[config.mk]
export PLATFORM = sky130hd
export DESIGN_NAME = axil_external_registers_bridge
export DESIGN_NICKNAME = d
export VERILOG_FILES = /design/src/rtl/axil_ext_regs_pkg.sv /design/src/rtl/axil_ext_regs_addr_decode.sv /design/src/rtl/axil_external_registers_bridge.sv
export SDC_FILE = /design/constraint.sdc
export NUM_CORES = 1
export LEC_CHECK = 0
export CORE_MARGIN = 2
export CORE_UTILIZATION = 48
export DETAILED_ROUTE_END_ITERATION = 10
export HOLD_SLACK_MARGIN = 0.02
export PLACE_DENSITY = 0.86
export SLEW_MARGIN = 10
export SYNTH_ARGS = -nofsm -noshare
export SYNTH_HDL_FRONTEND = slang
export SYNTH_SLANG_ARGS = --single-unit
export TNS_END_PERCENT = 5
[constraint.sdc]
create_clock -name clock -period 4.2 [get_ports clock]
set_input_delay 0.84 -clock clock [delete_from_list [all_inputs] [get_ports clock]]
set_output_delay 0.84 -clock clock [all_outputs]
set_load 0.01 [all_outputs]
[src/rtl/axil_ext_regs_pkg.sv]
// Shared types and constants for the AXI-lite external registers bridge.
// Contents:
//   write_state_t  - write-side FSM states
//   read_state_t   - read-side FSM states
//   RESP_OKAY / RESP_SLVERR - AXI response codes
package axil_ext_regs_pkg;

  typedef enum logic [1:0] {
    W_IDLE    = 2'd0,
    W_COLLECT = 2'd1,
    W_STREAM  = 2'd2,
    W_RESP    = 2'd3
  } write_state_t;

  typedef enum logic [1:0] {
    R_IDLE = 2'd0,
    R_REQ  = 2'd1,
    R_WAIT = 2'd2,
    R_RESP = 2'd3
  } read_state_t;

  localparam logic [1:0] RESP_OKAY   = 2'b00;
  localparam logic [1:0] RESP_SLVERR = 2'b10;

endpackage

[src/rtl/axil_ext_regs_addr_decode.sv]
// Combinational byte address -> register index decoder for the bridge window.
// Ports:
//   addr  in  32          AXI byte address
//   index out DEST_WIDTH  register index, (addr - BASE_ADDRESS) >> 2
//   error out 1           misaligned, below the window or past its last word
module axil_ext_regs_addr_decode #(
  parameter logic [31:0] BASE_ADDRESS  = 32'h0,
  parameter int          NUM_REGISTERS = 3,
  parameter int          DEST_WIDTH    = 8
) (
  input  logic [31:0]           addr,
  output logic [DEST_WIDTH-1:0] index,
  output logic                  error
);

  logic [31:0] offset;
  logic [31:0] word;

  always_comb begin
    offset = addr - BASE_ADDRESS;
    word   = {2'b00, offset[31:2]};
    index  = word[DEST_WIDTH-1:0];
    // BASE_ADDRESS is word aligned, so offset[1:0] equals addr[1:0].
    error  = (offset[1:0] != 2'b00) || (addr < BASE_ADDRESS) ||
             (word >= 32'(NUM_REGISTERS));
  end

endmodule

[src/rtl/axil_external_registers_bridge.sv]
// AXI-lite slave exposing NUM_REGISTERS 32-bit words as external registers.
// Writes leave as write_data beats (dest = index); reads send the index on
// read_address and return the reply taken from read_data.
// Ports:
//   clock, reset            clock; synchronous active-low reset
//   axi_in_*                AXI-lite slave (AW/W/B/AR/R)
//   write_data_*            stream master: data = WDATA, dest = index
//   read_address_*          stream master: data = index
//   read_data_*             stream slave: register value reply
//   write_state/read_state  current FSM states (debug)
// Handshake rule: every channel transfers on a clock edge where valid and
// ready are both high; a source holds valid and payload stable until then.
// Optional feature: define AXIL_EXT_REGS_READ_TIMEOUT_EN to bound the wait
// for read_data to TIMEOUT_CYCLES clocks (SLVERR on expiry).
module axil_external_registers_bridge
  import axil_ext_regs_pkg::*;
#(
  parameter logic [31:0] BASE_ADDRESS   = 32'h0,
  parameter int          NUM_REGISTERS  = 3,
  parameter int          DEST_WIDTH     = 8,
  parameter int          TIMEOUT_CYCLES = 64
) (
  input  logic                  clock,
  input  logic                  reset,
  input  logic                  axi_in_awvalid,
  output logic                  axi_in_awready,
  input  logic [31:0]           axi_in_awaddr,
  input  logic                  axi_in_wvalid,
  output logic                  axi_in_wready,
  input  logic [31:0]           axi_in_wdata,
  input  logic [3:0]            axi_in_wstrb,
  output logic                  axi_in_bvalid,
  input  logic                  axi_in_bready,
  output logic [1:0]            axi_in_bresp,
  input  logic                  axi_in_arvalid,
  output logic                  axi_in_arready,
  input  logic [31:0]           axi_in_araddr,
  output logic                  axi_in_rvalid,
  input  logic                  axi_in_rready,
  output logic [31:0]           axi_in_rdata,
  output logic [1:0]            axi_in_rresp,
  output logic                  write_data_valid,
  input  logic                  write_data_ready,
  output logic [31:0]           write_data_data,
  output logic [DEST_WIDTH-1:0] write_data_dest,
  output logic                  read_address_valid,
  input  logic                  read_address_ready,
  output logic [DEST_WIDTH-1:0] read_address_data,
  input  logic                  read_data_valid,
  output logic                  read_data_ready,
  input  logic [31:0]           read_data_data,
  output write_state_t          write_state,
  output read_state_t           read_state
);

  logic [DEST_WIDTH-1:0] aw_dec_index, ar_dec_index;
  logic                  aw_dec_error, ar_dec_error;

  axil_ext_regs_addr_decode #(.BASE_ADDRESS(BASE_ADDRESS), .NUM_REGISTERS(NUM_REGISTERS),
                              .DEST_WIDTH(DEST_WIDTH))
    u_aw_decode (.addr(axi_in_awaddr), .index(aw_dec_index), .error(aw_dec_error));

  axil_ext_regs_addr_decode #(.BASE_ADDRESS(BASE_ADDRESS), .NUM_REGISTERS(NUM_REGISTERS),
                              .DEST_WIDTH(DEST_WIDTH))
    u_ar_decode (.addr(axi_in_araddr), .index(ar_dec_index), .error(ar_dec_error));

  // ---------------- write side ----------------
  write_state_t          w_state_n;
  logic                  awready_n, wready_n, bvalid_n, wd_valid_n;
  logic [1:0]            bresp_n;
  logic [31:0]           wd_data_n, wdata_q, wdata_n;
  logic [DEST_WIDTH-1:0] wd_dest_n, aw_index_q, aw_index_n;
  logic [3:0]            wstrb_q, wstrb_n;
  logic                  aw_have_q, aw_have_n, w_have_q, w_have_n;
  logic                  aw_error_q, aw_error_n;

  always_comb begin
    w_state_n  = write_state;
    awready_n  = axi_in_awready;
    wready_n   = axi_in_wready;
    bvalid_n   = axi_in_bvalid;
    bresp_n    = axi_in_bresp;
    wd_valid_n = write_data_valid;
    wd_data_n  = write_data_data;
    wd_dest_n  = write_data_dest;
    wdata_n    = wdata_q;
    wstrb_n    = wstrb_q;
    aw_index_n = aw_index_q;
    aw_error_n = aw_error_q;
    aw_have_n  = aw_have_q;
    w_have_n   = w_have_q;
    case (write_state)
      W_IDLE, W_COLLECT: begin
        if (axi_in_awvalid && axi_in_awready) begin
          aw_have_n  = 1'b1;
          aw_index_n = aw_dec_index;
          aw_error_n = aw_dec_error;
        end
        if (axi_in_wvalid && axi_in_wready) begin
          w_have_n = 1'b1;
          wdata_n  = axi_in_wdata;
          wstrb_n  = axi_in_wstrb;
        end
        // The *_n values already include anything captured this cycle, so
        // AW and W arriving together decide immediately.
        if (aw_have_n && w_have_n) begin
          aw_have_n = 1'b0;
          w_have_n  = 1'b0;
          awready_n = 1'b0;
          wready_n  = 1'b0;
          if (aw_error_n || (wstrb_n != 4'hF)) begin
            w_state_n = W_RESP;
            bvalid_n  = 1'b1;
            bresp_n   = RESP_SLVERR;
          end else begin
            w_state_n  = W_STREAM;
            wd_valid_n = 1'b1;
            wd_data_n  = wdata_n;
            wd_dest_n  = aw_index_n;
          end
        end else begin
          w_state_n = (aw_have_n || w_have_n) ? W_COLLECT : W_IDLE;
          awready_n = !aw_have_n;
          wready_n  = !w_have_n;
        end
      end
      W_STREAM: begin
        if (write_data_ready) begin
          wd_valid_n = 1'b0;
          w_state_n  = W_RESP;
          bvalid_n   = 1'b1;
          bresp_n    = RESP_OKAY;
        end
      end
      W_RESP: begin
        if (axi_in_bready) begin
          bvalid_n  = 1'b0;
          w_state_n = W_IDLE;
          awready_n = 1'b1;
          wready_n  = 1'b1;
        end
      end
      default: w_state_n = W_IDLE;
    endcase
  end

  always_ff @(posedge clock) begin
    if (!reset) begin
      write_state      <= W_IDLE;
      axi_in_awready   <= 1'b0;
      axi_in_wready    <= 1'b0;
      axi_in_bvalid    <= 1'b0;
      axi_in_bresp     <= 2'b00;
      write_data_valid <= 1'b0;
      write_data_data  <= '0;
      write_data_dest  <= '0;
      wdata_q          <= '0;
      wstrb_q          <= '0;
      aw_index_q       <= '0;
      aw_error_q       <= 1'b0;
      aw_have_q        <= 1'b0;
      w_have_q         <= 1'b0;
    end else begin
      write_state      <= w_state_n;
      axi_in_awready   <= awready_n;
      axi_in_wready    <= wready_n;
      axi_in_bvalid    <= bvalid_n;
      axi_in_bresp     <= bresp_n;
      write_data_valid <= wd_valid_n;
      write_data_data  <= wd_data_n;
      write_data_dest  <= wd_dest_n;
      wdata_q          <= wdata_n;
      wstrb_q          <= wstrb_n;
      aw_index_q       <= aw_index_n;
      aw_error_q       <= aw_error_n;
      aw_have_q        <= aw_have_n;
      w_have_q         <= w_have_n;
    end
  end

  // ---------------- read side ----------------
  read_state_t           r_state_n;
  logic                  arready_n, rvalid_n, ra_valid_n;
  logic [1:0]            rresp_n;
  logic [31:0]           rdata_n;
  logic [DEST_WIDTH-1:0] ra_data_n;
  logic                  read_timeout;

  // Accepting in R_IDLE drains any late reply left over from an earlier read.
  assign read_data_ready = (read_state == R_IDLE) || (read_state == R_WAIT);

`ifdef AXIL_EXT_REGS_READ_TIMEOUT_EN
  localparam int TW = $clog2(TIMEOUT_CYCLES + 1);
  logic [TW-1:0] timeout_count;

  always_ff @(posedge clock) begin
    if (!reset || (read_state != R_WAIT)) timeout_count <= '0;
    else                                  timeout_count <= timeout_count + TW'(1);
  end

  // High on the TIMEOUT_CYCLES-th clock spent in R_WAIT.
  assign read_timeout = (timeout_count == TW'(TIMEOUT_CYCLES - 1));
`else
  assign read_timeout = (TIMEOUT_CYCLES < 0);
`endif

  always_comb begin
    r_state_n  = read_state;
    arready_n  = axi_in_arready;
    rvalid_n   = axi_in_rvalid;
    rresp_n    = axi_in_rresp;
    rdata_n    = axi_in_rdata;
    ra_valid_n = read_address_valid;
    ra_data_n  = read_address_data;
    case (read_state)
      R_IDLE: begin
        arready_n = 1'b1;
        if (axi_in_arvalid && axi_in_arready) begin
          arready_n = 1'b0;
          if (ar_dec_error) begin
            r_state_n = R_RESP;
            rvalid_n  = 1'b1;
            rresp_n   = RESP_SLVERR;
            rdata_n   = '0;
          end else begin
            r_state_n  = R_REQ;
            ra_valid_n = 1'b1;
            ra_data_n  = ar_dec_index;
          end
        end
      end
      R_REQ: begin
        if (read_address_ready) begin
          ra_valid_n = 1'b0;
          r_state_n  = R_WAIT;
        end
      end
      R_WAIT: begin
        // A reply on the expiry cycle still wins.
        if (read_data_valid) begin
          r_state_n = R_RESP;
          rvalid_n  = 1'b1;
          rresp_n   = RESP_OKAY;
          rdata_n   = read_data_data;
        end else if (read_timeout) begin
          r_state_n = R_RESP;
          rvalid_n  = 1'b1;
          rresp_n   = RESP_SLVERR;
          rdata_n   = '0;
        end
      end
      R_RESP: begin
        if (axi_in_rready) begin
          rvalid_n  = 1'b0;
          r_state_n = R_IDLE;
          arready_n = 1'b1;
        end
      end
      default: r_state_n = R_IDLE;
    endcase
  end

  always_ff @(posedge clock) begin
    if (!reset) begin
      read_state         <= R_IDLE;
      axi_in_arready     <= 1'b0;
      axi_in_rvalid      <= 1'b0;
      axi_in_rresp       <= 2'b00;
      axi_in_rdata       <= '0;
      read_address_valid <= 1'b0;
      read_address_data  <= '0;
    end else begin
      read_state         <= r_state_n;
      axi_in_arready     <= arready_n;
      axi_in_rvalid      <= rvalid_n;
      axi_in_rresp       <= rresp_n;
      axi_in_rdata       <= rdata_n;
      read_address_valid <= ra_valid_n;
      read_address_data  <= ra_data_n;
    end
  end

endmodule
# After elaboration in Yosys (flattened, before gate mapping)
# Cells that the tools add are included.
[classes]
muxes = 62
n_eq_ne = 18
n_reduce_logical = 36
n_lt_le_gt_ge = 4
bitwise_logic = 2
[op_table]
columns = ["cell", "n"]
rows = [
  ["32-bit 2-to-1 mux", 4],
  ["32-bit by 1-bit less-than comparator with 1-bit output, second input constant", 2],
  ["32-bit case mux with 2 select lines", 1],
  ["30-bit by 2-bit greater-or-equal comparator with 1-bit output, second input constant", 2],
  ["1-bit 2-to-1 mux", 29],
  ["2-bit 2-to-1 mux", 14],
  ["4-bit AND reduction", 6],
  ["2-bit != test, second input constant", 10],
  ["2-bit nonzero test", 7],
  ["1-bit case mux with 2 select lines", 5],
  ["2-bit equality test, second input constant", 4],
  ["4-bit 2-to-1 mux", 2],
  ["8-bit 2-to-1 mux", 1],
  ["2-bit case mux with 2 select lines", 2],
  ["2-bit case mux with 4 select lines", 1],
  ["1-bit logical OR", 7],
  ["1-bit case mux with 3 select lines", 2],
  ["2-bit case mux with 3 select lines", 1],
  ["2-bit AND reduction", 3],
  ["3-bit AND reduction", 2],
  ["5-bit AND reduction", 1],
  ["2-bit by 1-bit equality test with 1-bit output, second input constant", 2],
  ["1-bit logical AND", 4],
  ["2-bit zero test", 2],
  ["6 further kinds", 8],
]
[totals]
in_bits = 142
elab_cells = 143
out_inout_bits = 96
reg_bits = 142

# Depth between registers and ports, before layout
[logic_depth]
ltp_word = 9
depth_mapped = 9
mapped_depth_nobuf = 7

# Hierarchy
# A second synthesis with hierarchy kept.
[hier_totals]
hier_cells = 651
area_unflattened_um2 = 5926.9
[modules_own_cells]
columns = ["module", "seq_area_each_um2", "cells_each", "n_inst", "area_each_um2"]
rows = [
  ["axil_external_registers_bridge", 2802.7, 615, 1, 5656.7],
  ["axil_ext_regs_addr_decode", 0.0, 18, 2, 135.1],
]

# Worst setup path after synthesis
# OpenSTA, ideal clock, no wires.
[synth_timing]
path_type = "input-to-reg"
startpoint = "in axi_in_wvalid"
endpoint = "reg write_data_data[0]"
t_arrival_ps = 2134
setup_ps = 147
required_ps = 4053
setup_slack_ps = 1920
path_buffers = 4
path_stages = 9
cell_sequence = "buf_4 -> nand2_8 -> mux2i_4 -> and4_4 -> buf_6 -> and2_1 -> buf_6 -> buf_6 -> a311oi_2"
[synth_between]
elab_chain_len = 7
word_cells_on_any_way = 11
cone_classes = "eq/ne (1); mux (5); bitwise (1); reduce/logical (4)"
[synth_lines]
columns = ["element", "line_no", "source"]
rows = [
  ["start, declared", "axil_external_registers_bridge.sv:28", "input logic axi_in_wvalid,"],
  ["1-bit logical AND *", "axil_external_registers_bridge.sv:99", "if (axi_in_wvalid && axi_in_wready) begin"],
  ["4-bit 2-to-1 mux", "axil_external_registers_bridge.sv:99", ""],
  ["4-bit 2-to-1 mux", "axil_external_registers_bridge.sv:92", "case (write_state)"],
  ["4-bit != test", "axil_external_registers_bridge.sv:111", "if (aw_error_n || (wstrb_n != 4'hF)) begin"],
  ["1-bit logical OR", "axil_external_registers_bridge.sv:111", ""],
  ["1-bit inverter (no line)", "--", ""],
  ["3-bit AND reduction (no line)", "--", ""],
  ["end signal, assigned", "axil_external_registers_bridge.sv:170", "write_data_data <= wd_data_n;"],
  ["end, declared", "axil_external_registers_bridge.sv:44", "output logic [31:0] write_data_data,"],
]
# Mark *: on every way between the ends. The rest lies on a longest branch, timed or not. The select of a mux whose other input is x is not followed.
# A chain may end at the register's enable or synchronous reset.

# Final worst setup path
[layout_timing]
startpoint = "reg read_state[0]"
endpoint = "out read_data_ready"
[layout_between]
elab_chain_len = 2
word_cells_on_any_way = 3
cone_classes = "eq/ne (1); reduce/logical (2)"
[layout_lines]
columns = ["element", "line_no", "source"]
rows = [
  ["start, declared", "axil_external_registers_bridge.sv:53", "output read_state_t read_state"],
  ["start signal, assigned", "axil_external_registers_bridge.sv:273", "read_state <= r_state_n;"],
  ["2-bit equality test or 2-bit zero test (tied branches)", "axil_external_registers_bridge.sv:190", "assign read_data_ready = (read_state == R_IDLE) || (read_state == R_WAIT);"],
  ["1-bit logical OR *", "axil_external_registers_bridge.sv:190", ""],
  ["end, declared", "axil_external_registers_bridge.sv:50", "output logic read_data_ready,"],
]
# Mark *: on every way between the ends. The rest lies on a longest branch, timed or not.

==> flow_summary_export.csv <==
group,metric,value,unit
logic_synthesis,yosysWarnings,0,
placement,hpwlAfterDp,12730,um
global_route,grt_start_max_net_pins,78,
critical_path,worst_setup_path_startpoint,"read_state[0]",
timing,grt_setup_unrepaired,"no",
logic_synthesis,yosysSeqAreaShare,44.37,%
timing,tns,0,ns
floorplanning,fp.coreArea,12720,um^2
floorplanning,start_util,49.66,%
logic_synthesis,netlist.top_cell.by_area,"dfxtp_1",
placement,dp_slack,0.8885,ns
logic_synthesis,synth_cell_type_count,47,
placement,gp_congestion,0.8489,
floorplanning,area_of_the_die,14090,um^2
logic_synthesis,async_flop_share,0,%
routing,vias_per_cell,5.514,
clock_network,worst_setup_hold_path_clk_slew,0.06,ns
critical_path,reg2reg_depth,6,
run,drv.max_cap_violation_count,0,
global_route,gr-total-overflow,0,
clock_network,clock_tree_from_tritoncts,"done",
logic_synthesis,most_instantiated_flip_flop_cell_in_the_synthesis_netlist,"dfxtp_1",
clock_network,clock_tree.buffer_depth,2,
logic_synthesis,post_synth.cell_area_avg,8.560,um^2
clock_network,clock_sinks,140,
critical_path,end_kind,"primary output",
clock_network,clk_root_buffer_cell,"clkbuf_16",
clock_network,ctsHoldBuffers,0,
logic_synthesis,synthesis.area,6317,um^2
clock_network,clock_buffers_created_by_tritoncts,17,
logic_synthesis,netlist.area_leader.share,44.37,%
power,max-vdd-ir-drop,0.2699,mV
logic_synthesis,postSynthRegisterBits,140,
critical_path,critical_path_required,3.36,ns
routing,routedWlPerCell,16.95,um
placement,io_buffer_count,235,
critical_path,regToRegStartpoint,"axi_in_wready",
global_route,grtUsageTotal,26.72,%
critical_path,reg2reg_to,"write_data_data[4]",
critical_path,critical_path.cell_chain,"inv_1 -> ha_1 -> buf_4 -> or2_2 -> clkdlybuf4s50_1",
min_path,hold_class,"register to register",
routing,drtAntennaViolNets,0,
floorplanning,num_io_pins,238,
routing,routed-via-count,6176,
power,power.static_leakage,3.074,nW
floorplanning,std_cell_rows,41,
logic_synthesis,synth_edf_count,0,
logic_synthesis,postSynthCellCount,738,
clock_network,cts_resized,0,
routing,detail_route.wirelength,18980,um
finish,final_nets,1082,
logic_synthesis,post-synth-top-count-cell,"nand2_1",
logic_synthesis,ys_top_cells_by_count,"172 x nand2_1, 140 x dfxtp_1, 90 x a21oi_1",
global_route,grt_antenna_before_repair,0,
finish,post_route_utilization,72.71,%
timing,fin_skew,0.007165,ns
finish,antenna_diode_count,0,
routing,drcViolationCount,0,
clock_network,post-cts-setup-buffer-count,0,
timing,post_layout_min_period,3.033,ns
clock_network,cts_htree_levels,4,
logic_synthesis,synth.top_cells.by_area,"dfxtp_1 44%, nand2_1 10%, a311oi_2 9.3%",
routing,initial_drt_markers,391,
critical_path,reg2reg_slack,1.41,ns
routing,1st_pass_router_iterations,5,
finish,areaGrowthSynthToFinish,46.43,%
finish,drive_gt1_share,9.810,%
status,outcome,"finished, final reports clean",
timing,achievable-frequency,0.3297,GHz
timing,finalWorstSetupSlack,1.167,ns
timing,timing_worst_slew_pin_value,0.8603,ns
critical_path,cpPeakStageDelay,0.50,ns
timing,slew-limit-headroom,42.65,%
min_path,hold_start,"read_address_data[7]",
floorplanning,die_x,118.7,um
global_route,vias_in_the_first_global_route,5943,
timing,min_period_over_period,72.22,%
critical_path,timing.critical_path.arrival,2.19,ns
critical_path,critical_path_class,"register to primary output",
critical_path,startpoint_type,"register",
global_route,grt_first_pass_wirelength,30230,um
critical_path,slowest_stage,"clkdlybuf4s50_1",
timing,final_number_of_setup_violating_endpoints,0,
clock_network,clk_lat_worst_skew,0.43,ns
floorplanning,chipHeight,118.7,um
timing,slew_viol_final,0,
critical_path,worst-path-max-fanout,35,
power,cellPowerDensity,428.9,nW/um^2
critical_path,crit_path_end,"read_data_ready",
timing,finalHoldViolations,0,
## cells in the final DEF (no fill, tap or decap), drive strengths merged, types with 13 or more instances in the layout
master,netlist,routed
nand3,74,74
a311oi,40,40
nor4,14,14
dfxtp,140,140
nand2,173,173
mux2i,36,36
clkdlybuf4s50,0,234
o21ai,14,14
a21oi,92,92
nor2,25,25
inv,13,13
clkbuf,45,25
## stage by stage
step | total power, mW | hold WS, ns | cells | area, um^2
3_3_place_gp | 2.453 | 0.4142 | 1089 | 8655
5_1_grt | 4.123 | 0.4574 | 1120 | 9250
2_1_floorplan | 2.094 | 0.4364 | 739 | 6321
6_report | 3.967 | 0.4276 | 1120 | 9250
3_5_place_dp | 2.467 | 0.4177 | 1089 | 8655
4_1_cts | 3.981 | 0.4313 | 1120 | 9250
## per-layer routing
metal	global-route usage, %	vias up	wire length, um
met3	5.792	36	1057
met4	10.57	0	442
met5	0	-	0
met2	47.05	228	9847
met1	31.46	2924	7636
li1	-	2988	-
## state kept, by name, indices dropped and copies added (netlist names), 2 cells and up
register           cells
wdata_q               32
write_data_data       32
read_state             2
write_data_dest        8
read_address_data      8
aw_index_q             8
wstrb_q                4
axi_in_rdata          32
write_state            2
## final cells by class
| type | count | area (um^2) |
|---|---|---|
| Tap cell | 172 | 215.2 |
| Clock inverter | 6 | 110.1 |
| Clock buffer | 25 | 485.5 |
| Timing Repair Buffer | 246 | 2442 |
| Inverter | 13 | 51.30 |
| Fill cell | 975 | 3472 |
| Multi-Input combinational cell | 518 | 3142 |
| Sequential cell | 140 | 2804 |
## critical path, delay by kind of cell, from the launching register on
| kind | cells | cell delay, ns |
|---|---|---|
| fa+ha+maj | 1 | 0.20 |
| buf+inv | 3 | 0.83 |
| simple gates | 1 | 0.33 |
| flops | 1 | 0.40 |
## cells by family (layout without fill, tap and decap cells)
kind of cell / after synthesis / after routing / synth area share [%]
xor gates and xnor gates: 1 / 1 / 0.1387
muxes: 36 / 36 / 5.902
DFF: 140 / 140 / 44.37
other: 1 / 2 / 0.05936
and+or+nand+nor: 309 / 309 / 21.69
adders and majority gates: 4 / 4 / 0.7923
AOI/OAI and AO/OA: 166 / 166 / 20.72
buffers and inverters: 81 / 290 / 6.338
## how the worst min path moves through the flow
stage | end | slack, ns | depth (start not counted)
2_1_floorplan | wstrb_q[1] | 0.44 | 2
3_3_place_gp | read_address_data[4] | 0.41 | 2
3_5_place_dp | read_address_data[3] | 0.42 | 2
4_1_cts | read_address_data[7] | 0.43 | 2
5_1_grt | read_address_data[7] | 0.46 | 2
6_report | read_address_data[7] | 0.43 | 2
## report_power, final
| group | switching, mW | total, mW | internal [mW] |
|---|---|---|---|
| Clock | 0.544 | 1.52 | 0.976 |
| Combinational | 0.489 | 0.948 | 0.459 |
| Sequential | 0.0800 | 1.50 | 1.42 |
| Total | 1.11 | 3.97 | 2.85 |
Note: power is estimated with default switching activity, not from simulation.
